**src/rtl/brisc_pkg.sv**
```systemverilog
// Shared constants and types for the brisc core; this slice carries what the
// instruction cache controller needs.
package brisc_pkg;

    localparam int ADDRESS_BITS   = 32;
    localparam int BYTE_LEN       = 8;
    localparam int REG_LEN        = 32;
    localparam int CACHE_LINE_LEN = 128;

    localparam int ICACHE_NUM_LINES   = 4;
    localparam int WORD_SEL_BITS      = $clog2(CACHE_LINE_LEN / REG_LEN);
    localparam int ICACHE_OFFSET_BITS = $clog2(CACHE_LINE_LEN / BYTE_LEN);
    localparam int ICACHE_TAG_BITS    = ADDRESS_BITS - ICACHE_OFFSET_BITS;

    typedef enum logic [1:0] {
        IDLE = 2'd0,
        REQ  = 2'd1,
        WAIT = 2'd2
    } icache_state_e;

    // Clears the byte-offset field so the address names a whole line.
    function automatic logic [ADDRESS_BITS-1:0] icache_line_base(
        input logic [ADDRESS_BITS-1:0] addr
    );
        logic [ADDRESS_BITS-1:0] mask;
        mask = {ADDRESS_BITS{1'b1}} << ICACHE_OFFSET_BITS;
        return addr & mask;
    endfunction

endpackage

```
**src/rtl/icache_line_array.sv**
```systemverilog
// Line storage for the instruction cache: one write port, a flush that clears
// every valid bit, and all lines exposed flat for the parallel tag compare.
module icache_line_array
    import brisc_pkg::*;
#(
    parameter int NUM_LINES = ICACHE_NUM_LINES,
    parameter int TAG_BITS  = ICACHE_TAG_BITS,
    parameter int LINE_BITS = CACHE_LINE_LEN,
    parameter int IDX_BITS  = $clog2(NUM_LINES)
) (
    input  logic                          clk,
    input  logic                          reset,
    input  logic                          we,
    input  logic [IDX_BITS-1:0]           w_idx,
    input  logic [TAG_BITS-1:0]           w_tag,
    input  logic [LINE_BITS-1:0]          w_data,
    input  logic                          clear_all,
    output logic [NUM_LINES-1:0]          valid,
    output logic [NUM_LINES*TAG_BITS-1:0] tags,
    output logic [NUM_LINES*LINE_BITS-1:0] data
);

    logic [NUM_LINES-1:0] valid_q;
    logic [TAG_BITS-1:0]  tag_q  [NUM_LINES];
    logic [LINE_BITS-1:0] data_q [NUM_LINES];

    // A write wins over a clear landing on the same edge.
    always_ff @(posedge clk) begin
        if (reset) begin
            valid_q <= '0;
        end else begin
            if (clear_all) begin
                valid_q <= '0;
            end
            if (we) begin
                valid_q[w_idx] <= 1'b1;
            end
        end
    end

    // Tag and data need no reset; they are meaningless while valid is low.
    always_ff @(posedge clk) begin
        if (we) begin
            tag_q[w_idx]  <= w_tag;
            data_q[w_idx] <= w_data;
        end
    end

    assign valid = valid_q;

    for (genvar g = 0; g < NUM_LINES; g++) begin : g_flat
        assign tags[g*TAG_BITS +: TAG_BITS]    = tag_q[g];
        assign data[g*LINE_BITS +: LINE_BITS]  = data_q[g];
    end

endmodule

```
**src/rtl/icache_ctrl.sv**
```systemverilog
// Read-only fully-associative instruction cache controller: zero-latency hit
// lookup, and on a miss a request/response refill followed by a replay.
module icache_ctrl
    import brisc_pkg::*;
#(
    parameter int NUM_LINES   = ICACHE_NUM_LINES,
    parameter int LINE_BITS   = CACHE_LINE_LEN,
    parameter int OFFSET_BITS = $clog2(CACHE_LINE_LEN / BYTE_LEN),
    parameter int TAG_BITS    = ADDRESS_BITS - OFFSET_BITS
) (
    input  logic                    clk,
    input  logic                    reset,
    input  logic                    req_valid,
    input  logic [ADDRESS_BITS-1:0] req_addr,
    input  logic                    flush,
    output logic                    resp_valid,
    output logic [REG_LEN-1:0]      resp_data,
    output logic                    stall,
    output logic                    mem_req_valid,
    input  logic                    mem_req_ready,
    output logic [ADDRESS_BITS-1:0] mem_req_addr,
    input  logic                    mem_resp_valid,
    input  logic [LINE_BITS-1:0]    mem_resp_data
);

    localparam int IDX_BITS = $clog2(NUM_LINES);
    localparam int WSEL_LO  = $clog2(REG_LEN / BYTE_LEN);
    localparam int WSEL_W   = $clog2(LINE_BITS / REG_LEN);

    localparam logic [1:0] ST_IDLE = IDLE;
    localparam logic [1:0] ST_REQ  = REQ;
    localparam logic [1:0] ST_WAIT = WAIT;

    logic [1:0]              state_q;
    logic [IDX_BITS-1:0]     rp_q;
    logic                    flush_pending_q;
    logic [ADDRESS_BITS-1:0] req_line_q;

    logic [NUM_LINES-1:0]           line_valid;
    logic [NUM_LINES*TAG_BITS-1:0]  line_tags;
    logic [NUM_LINES*LINE_BITS-1:0] line_data;

    logic [TAG_BITS-1:0]  req_tag;
    logic                 hit_any;
    logic [IDX_BITS-1:0]  hit_idx;
    logic                 hit;
    logic [LINE_BITS-1:0] hit_line;
    logic [WSEL_W-1:0]    word_sel;

    logic                 any_invalid;
    logic [IDX_BITS-1:0]  invalid_idx;
    logic [IDX_BITS-1:0]  victim_idx;

    logic                 fill_we;
    logic                 clear_all;

    assign req_tag = req_addr[ADDRESS_BITS-1:OFFSET_BITS];

    // Descending scan so the lowest matching index is the one that sticks.
    always_comb begin
        hit_any = 1'b0;
        hit_idx = '0;
        for (int i = NUM_LINES - 1; i >= 0; i--) begin
            if (line_valid[i] && (line_tags[i*TAG_BITS +: TAG_BITS] == req_tag)) begin
                hit_any = 1'b1;
                hit_idx = IDX_BITS'(i);
            end
        end
    end

    assign hit      = req_valid && hit_any;
    assign hit_line = line_data[hit_idx*LINE_BITS +: LINE_BITS];
    assign word_sel = req_addr[OFFSET_BITS-1:WSEL_LO];

    always_comb begin
        any_invalid = 1'b0;
        invalid_idx = '0;
        for (int i = NUM_LINES - 1; i >= 0; i--) begin
            if (!line_valid[i]) begin
                any_invalid = 1'b1;
                invalid_idx = IDX_BITS'(i);
            end
        end
    end

    assign victim_idx = any_invalid ? invalid_idx : rp_q;

    assign fill_we   = !reset && (state_q == ST_WAIT) && mem_resp_valid;
    // A flush raised during a refill waits until the replay cycle has been served.
    assign clear_all = !reset && (state_q == ST_IDLE) && (flush || flush_pending_q);

    always_ff @(posedge clk) begin
        if (reset) begin
            state_q         <= ST_IDLE;
            rp_q            <= '0;
            flush_pending_q <= 1'b0;
            req_line_q      <= '0;
        end else begin
            case (state_q)
                ST_IDLE: begin
                    if (flush || flush_pending_q) begin
                        rp_q            <= '0;
                        flush_pending_q <= 1'b0;
                    end
                    if (req_valid && !hit) begin
                        req_line_q <= {req_tag, {OFFSET_BITS{1'b0}}};
                        state_q    <= ST_REQ;
                    end
                end
                ST_REQ: begin
                    if (flush) begin
                        flush_pending_q <= 1'b1;
                    end
                    if (mem_req_ready) begin
                        state_q <= ST_WAIT;
                    end
                end
                ST_WAIT: begin
                    if (flush) begin
                        flush_pending_q <= 1'b1;
                    end
                    if (mem_resp_valid) begin
                        state_q <= ST_IDLE;
                        if (!any_invalid) begin
                            rp_q <= rp_q + 1'b1;
                        end
                    end
                end
                default: begin
                    state_q <= ST_IDLE;
                end
            endcase
        end
    end

    icache_line_array #(
        .NUM_LINES (NUM_LINES),
        .TAG_BITS  (TAG_BITS),
        .LINE_BITS (LINE_BITS),
        .IDX_BITS  (IDX_BITS)
    ) u_lines (
        .clk       (clk),
        .reset     (reset),
        .we        (fill_we),
        .w_idx     (victim_idx),
        .w_tag     (req_line_q[ADDRESS_BITS-1:OFFSET_BITS]),
        .w_data    (mem_resp_data),
        .clear_all (clear_all),
        .valid     (line_valid),
        .tags      (line_tags),
        .data      (line_data)
    );

    assign resp_valid    = !reset && (state_q == ST_IDLE) && hit;
    assign resp_data     = hit_line[word_sel*REG_LEN +: REG_LEN];
    assign stall         = !reset && ((state_q == ST_IDLE) ? (req_valid && !hit) : 1'b1);
    assign mem_req_valid = !reset && (state_q == ST_REQ);
    assign mem_req_addr  = req_line_q;

endmodule

```
**config.mk**
```make
export PLATFORM = sky130hd
export DESIGN_NAME = icache_ctrl
export DESIGN_NICKNAME = d
export VERILOG_FILES = /design/src/rtl/brisc_pkg.sv /design/src/rtl/icache_line_array.sv /design/src/rtl/icache_ctrl.sv
export SDC_FILE = /design/constraint.sdc
export NUM_CORES = 1
export LEC_CHECK = 0
export BUFFER_PORTS_ARGS = -buffer_cell sky130_fd_sc_hd__buf_2
export CAP_MARGIN = 15
export CORE_MARGIN = 2
export CORE_UTILIZATION = 60
export CTS_CLUSTER_DIAMETER = 200
export DETAILED_ROUTE_END_ITERATION = 10
export GPL_TIMING_DRIVEN = 0
export PLACE_DENSITY = 0.8
export RECOVER_POWER = 100
export SYNTH_ARGS = -nofsm -noshare
export SYNTH_HDL_FRONTEND = slang
export SYNTH_SLANG_ARGS = --single-unit
```
**constraint.sdc**
```tcl
create_clock -name clk -period 23.9 [get_ports clk]
set_clock_uncertainty 0.1 [all_clocks]
set_input_delay 2.39 -clock clk [delete_from_list [all_inputs] [get_ports clk]]
set_output_delay 2.39 -clock clk [all_outputs]
set_load 0.05 [all_outputs]
```
==> flow_metrics.py <==
metrics = {
    "timing": {
        "tightest_slew_ns": 2.458,
        "maxSlewViolCount": 532,
        "fin_setup_tns_ns": 0,
        "hold_viol_final": 0,
        "finalCritPeriodShare": 0.4330,
        "relSlewSlack": -0.6444,
        "period_minus_slack_ns": 10.35,
        "fmax_mhz": 96.63,
        "setup_viol": 0,
        "rsz0062_at_grt": "no",
    },
    "synth": {
        "synth.area.mux_share": 0.01036,
        "ys_async_sr_fraction": 0,
        "synth-compound-area-share": 0.1414,
        "synth-xor-area-share": 0.03659,
        "ys_types": 56,
        "synth_seq_cells": 661,
        "yosys_warnings": 0,
        "syn_area_per_cell_um2": 14.46,
        "postSynthCellCount": 1871,
        "synth_fa_ha_area_frac": 0.001850,
        "synthSimpleGateAreaFrac": 0.05310,
        "synth_top_family_by_area": "compound AO/OA/AOI/OAI gates",
        "synth_ff_type": "edfxtp_1",
        "synth_edf_count": 624,
        "netlist_area_um2": 27050,
        "yosysSeqAreaShare": 0.7201,
    },
    "power_and_ir_drop": {
        "p_int_mw": 1.893,
        "comb_power_share": 0.062,
        "total_power_mw": 2.431,
        "p_per_area_nw_per_um2": 79.14,
        "seqPwrFrac": 0.529,
        "p_leak_nw": 10.17,
        "power_frac_clock": 0.409,
        "sw_frac_of_total": 0.2213,
        "p_switching_mw": 0.5379,
        "worst_ir_drop_vdd_uv": 70.13,
    },
    "hold_path": {
        "min_from": "flush_pending_q",
        "hp-class": "register to register",
        "holdPathStages": 2,
        "hold-path-endpoint": "flush_pending_q",
    },
    "floorplan": {
        "core_area_um2": 44320,
        "die_y_um": 216.3,
        "initial_utilization": 0.6103,
        "pin_count": 233,
        "rows": 77,
        "dieArea_um2": 46790,
        "dieWidth_um": 216.3,
    },
    "worst_setup_path": {
        "crit_buf_inv": 4,
        "r2r-start": "u_lines.valid[3]",
        "crit_top_cell": "clkbuf_1",
        "rr_endpoint": "u_lines.data_q[0][112]",
        "endpoint_kind": "output port",
        "critPathMaxFanout": 10,
        "critPathArrivalTime_ns": 7.86,
        "cpLargestDelayFamily": "compound AO/OA/AOI/OAI gates",
        "cp_cell_sequence": "clkbuf_1 -> xnor2_1 -> nand4_1 -> or4_1 -> a211oi_1 -> nand2_1 -> clkbuf_1 -> clkbuf_1 -> o211ai_1 -> o2111a_1 -> o21ai_0 -> clkbuf_1",
        "cp.required_ns": 21.41,
        "reg2regPathDepth": 8,
        "crit_path_start_kind": "input port",
        "worst-setup-path-type": "input port to output port",
        "slowest_stage": "a211oi_1",
        "cpPeakStageDelay_ns": 1.38,
        "reg2reg_slack_ns": 16.38,
    },
    "job": {
        "cap_violations": 21,
    },
    "routing": {
        "wl_per_cell_um": 25.08,
        "dr.pass1.iters": 6,
        "wl_um": 70590,
        "vias": 17582,
        "postRouteAntennaNets": 0,
        "drc": 0,
        "drt_iter0_drc": 2225,
        "routed_via_density": 6.246,
    },
    "clocking": {
        "clock_sinks": 661,
        "cts_root_buffer": "clkbuf_16",
        "clkLatencyLatePin_ns": 0.59,
        "cts_hold_buf": 0,
        "path_clk_slew_ns": 0.06,
        "cts_max_path_buffers": 3,
        "cts_buffers": 68,
        "htreeDepth": 3,
        "cts_repair_resize_count": 0,
        "tritoncts": "done",
        "postCtsSetupRepairBufs": 0,
    },
    "final_layout": {
        "final_cells": 2815,
        "drive_above_1_share": 0.06453,
        "syn2layout_area_growth_pct": 13.57,
        "final_nets": 2335,
        "final_util": 0.6931,
        "fill_cells": 3037,
    },
    "global_routing": {
        "gr-usage-all-layers": 0.2992,
        "antenna_found_initial": 13,
        "overflow": 0,
        "grt_pass1_vias": 17502,
        "grt_first_pass_wirelength_um": 104200,
        "grt_start_max_net_pins": 31,
    },
    "place": {
        "place_inst": 2687,
        "portBuffers": 197,
        "place_hpwl_um": 46770,
        "routabilityCongestion": 0.9669,
    },
    "status": {
        "violations": "capacitance limit, slew limit",
        "status": "complete, but fails checks",
    },
}
routing by layer:
layer  global-route usage  wire length, µm  vias up
met2               0.4955            34060     1055
met1               0.3933            26860     8560
met3              0.06007             7032      193
li1                     -                -     7756
met4               0.1167             2526       18
met5                    0              112        -
stage by stage:
| stage | instance area, µm² | hold WS (ns) | setup WS, ns |
|---|---|---|---|
| after floorplan | 27060 | 0.3555 | 13.90 |
| after global placement | 28790 | 0.3637 | 9.005 |
| after detailed placement | 29340 | 0.3938 | 14.45 |
| after CTS | 31410 | 0.4028 | 14.38 |
| after global routing | 30710 | 0.4368 | 13.49 |
| final | 30720 | 0.4006 | 13.55 |
worst min-delay path: cells and delay by family (launching register included):
family	cells	cell delay, ns
compound gates	2	0.14
flops	1	0.31
synthesized netlist by cell type, drive strengths merged (9+ instances only):
cell | n | area, µm²
a21oi | 106 | 530.5
a31oi | 24 | 150.1
buf | 29 | 170.2
clkbuf | 85 | 319.1
dfxtp | 37 | 740.7
edfxtp | 624 | 18740
inv | 132 | 495.5
mux2i | 28 | 280.3
nand2 | 70 | 262.8
nand3 | 9 | 45.04
nand4 | 41 | 256.5
nor2 | 103 | 386.6
nor4 | 14 | 87.58
o2111a | 25 | 281.5
o211a | 27 | 270.3
o211ai | 82 | 615.6
o21a | 25 | 187.7
o21ai | 88 | 440.4
o22a | 51 | 446.7
o22ai | 15 | 93.84
o31a | 65 | 569.3
or3b | 26 | 227.7
xnor2 | 98 | 858.3
xor2 | 15 | 131.4
power groups by stage:
stage	combinational [mW]	sequential [mW]	clock, mW
after floorplan	0.0865	1.32	0
after global placement	0.147	1.31	0
after detailed placement	0.153	1.31	0
after CTS	0.155	1.29	1.00
after global routing	0.160	1.29	1.05
final	0.150	1.29	0.995
cell usage in the layout, fill, tap and decap left out, types with 15 or more instances in the layout:
master,synthesis,layout
clkbuf_1,85,323
o22ai_1,15,15
or3b_2,16,16
a31oi_1,24,24
xor2_1,15,15
o21ai_0,87,87
nor2_1,103,103
clkbuf_16,0,70
o211a_1,27,27
o21a_1,25,25
o31a_1,65,65
buf_2,19,23
a21oi_1,106,106
o22a_1,51,51
mux2i_1,28,28
dfxtp_1,37,37
edfxtp_1,624,624
xnor2_1,98,98
nand2_1,70,70
inv_1,132,132
o2111a_1,25,25
o211ai_1,82,82
nand4_1,41,41
final cells by class:
type	count	area (µm²)	share of cell area
diodes	7	17.52	0.0005702
plain buffers	114	486.7	0.01584
clock buffers	94	1872	0.06093
clock inverters	27	198.9	0.006476
inverters	132	495.5	0.01613
multi-input cells	967	6591	0.2146
flip-flops and latches	661	19480	0.6341
well taps	592	740.7	0.02411
repair buffers	221	837.1	0.02725
cells by family (layout without fill, tap and decap cells):
family	count (synthesis)	in the layout
adder cells (fa/ha/maj)	4	4
buffers and inverters	246	588
XOR/XNOR	113	113
multiplexers	28	28
AO/OA/AOI/OAI	531	531
flip-flops	661	661
other	1	11
AND/OR/NAND/NOR	287	287
flip-flops by register name (all words and copies together), names as in the netlist:
register	cells
flush_pending_q	1
mem_req_addr	28
rp_q	2
state_q	2
u_lines.data_q	512
u_lines.tag_q	112
u_lines.valid	4
how the worst max path moves through the flow:
stage | startpoint | cells after the start | end | slack, ns
after floorplan | reset | 4 | u_lines.data_q[0][0] | 13.90
after global placement | reset | 4 | u_lines.data_q[2][24] | 9.01
after detailed placement | req_addr[8] | 12 | resp_data[2] | 14.45
after CTS | req_addr[8] | 12 | resp_data[26] | 14.38
after global routing | req_addr[7] | 12 | resp_data[21] | 13.49
final | req_addr[11] | 12 | resp_data[26] | 13.55
Power figures use the tool's default switching activity.
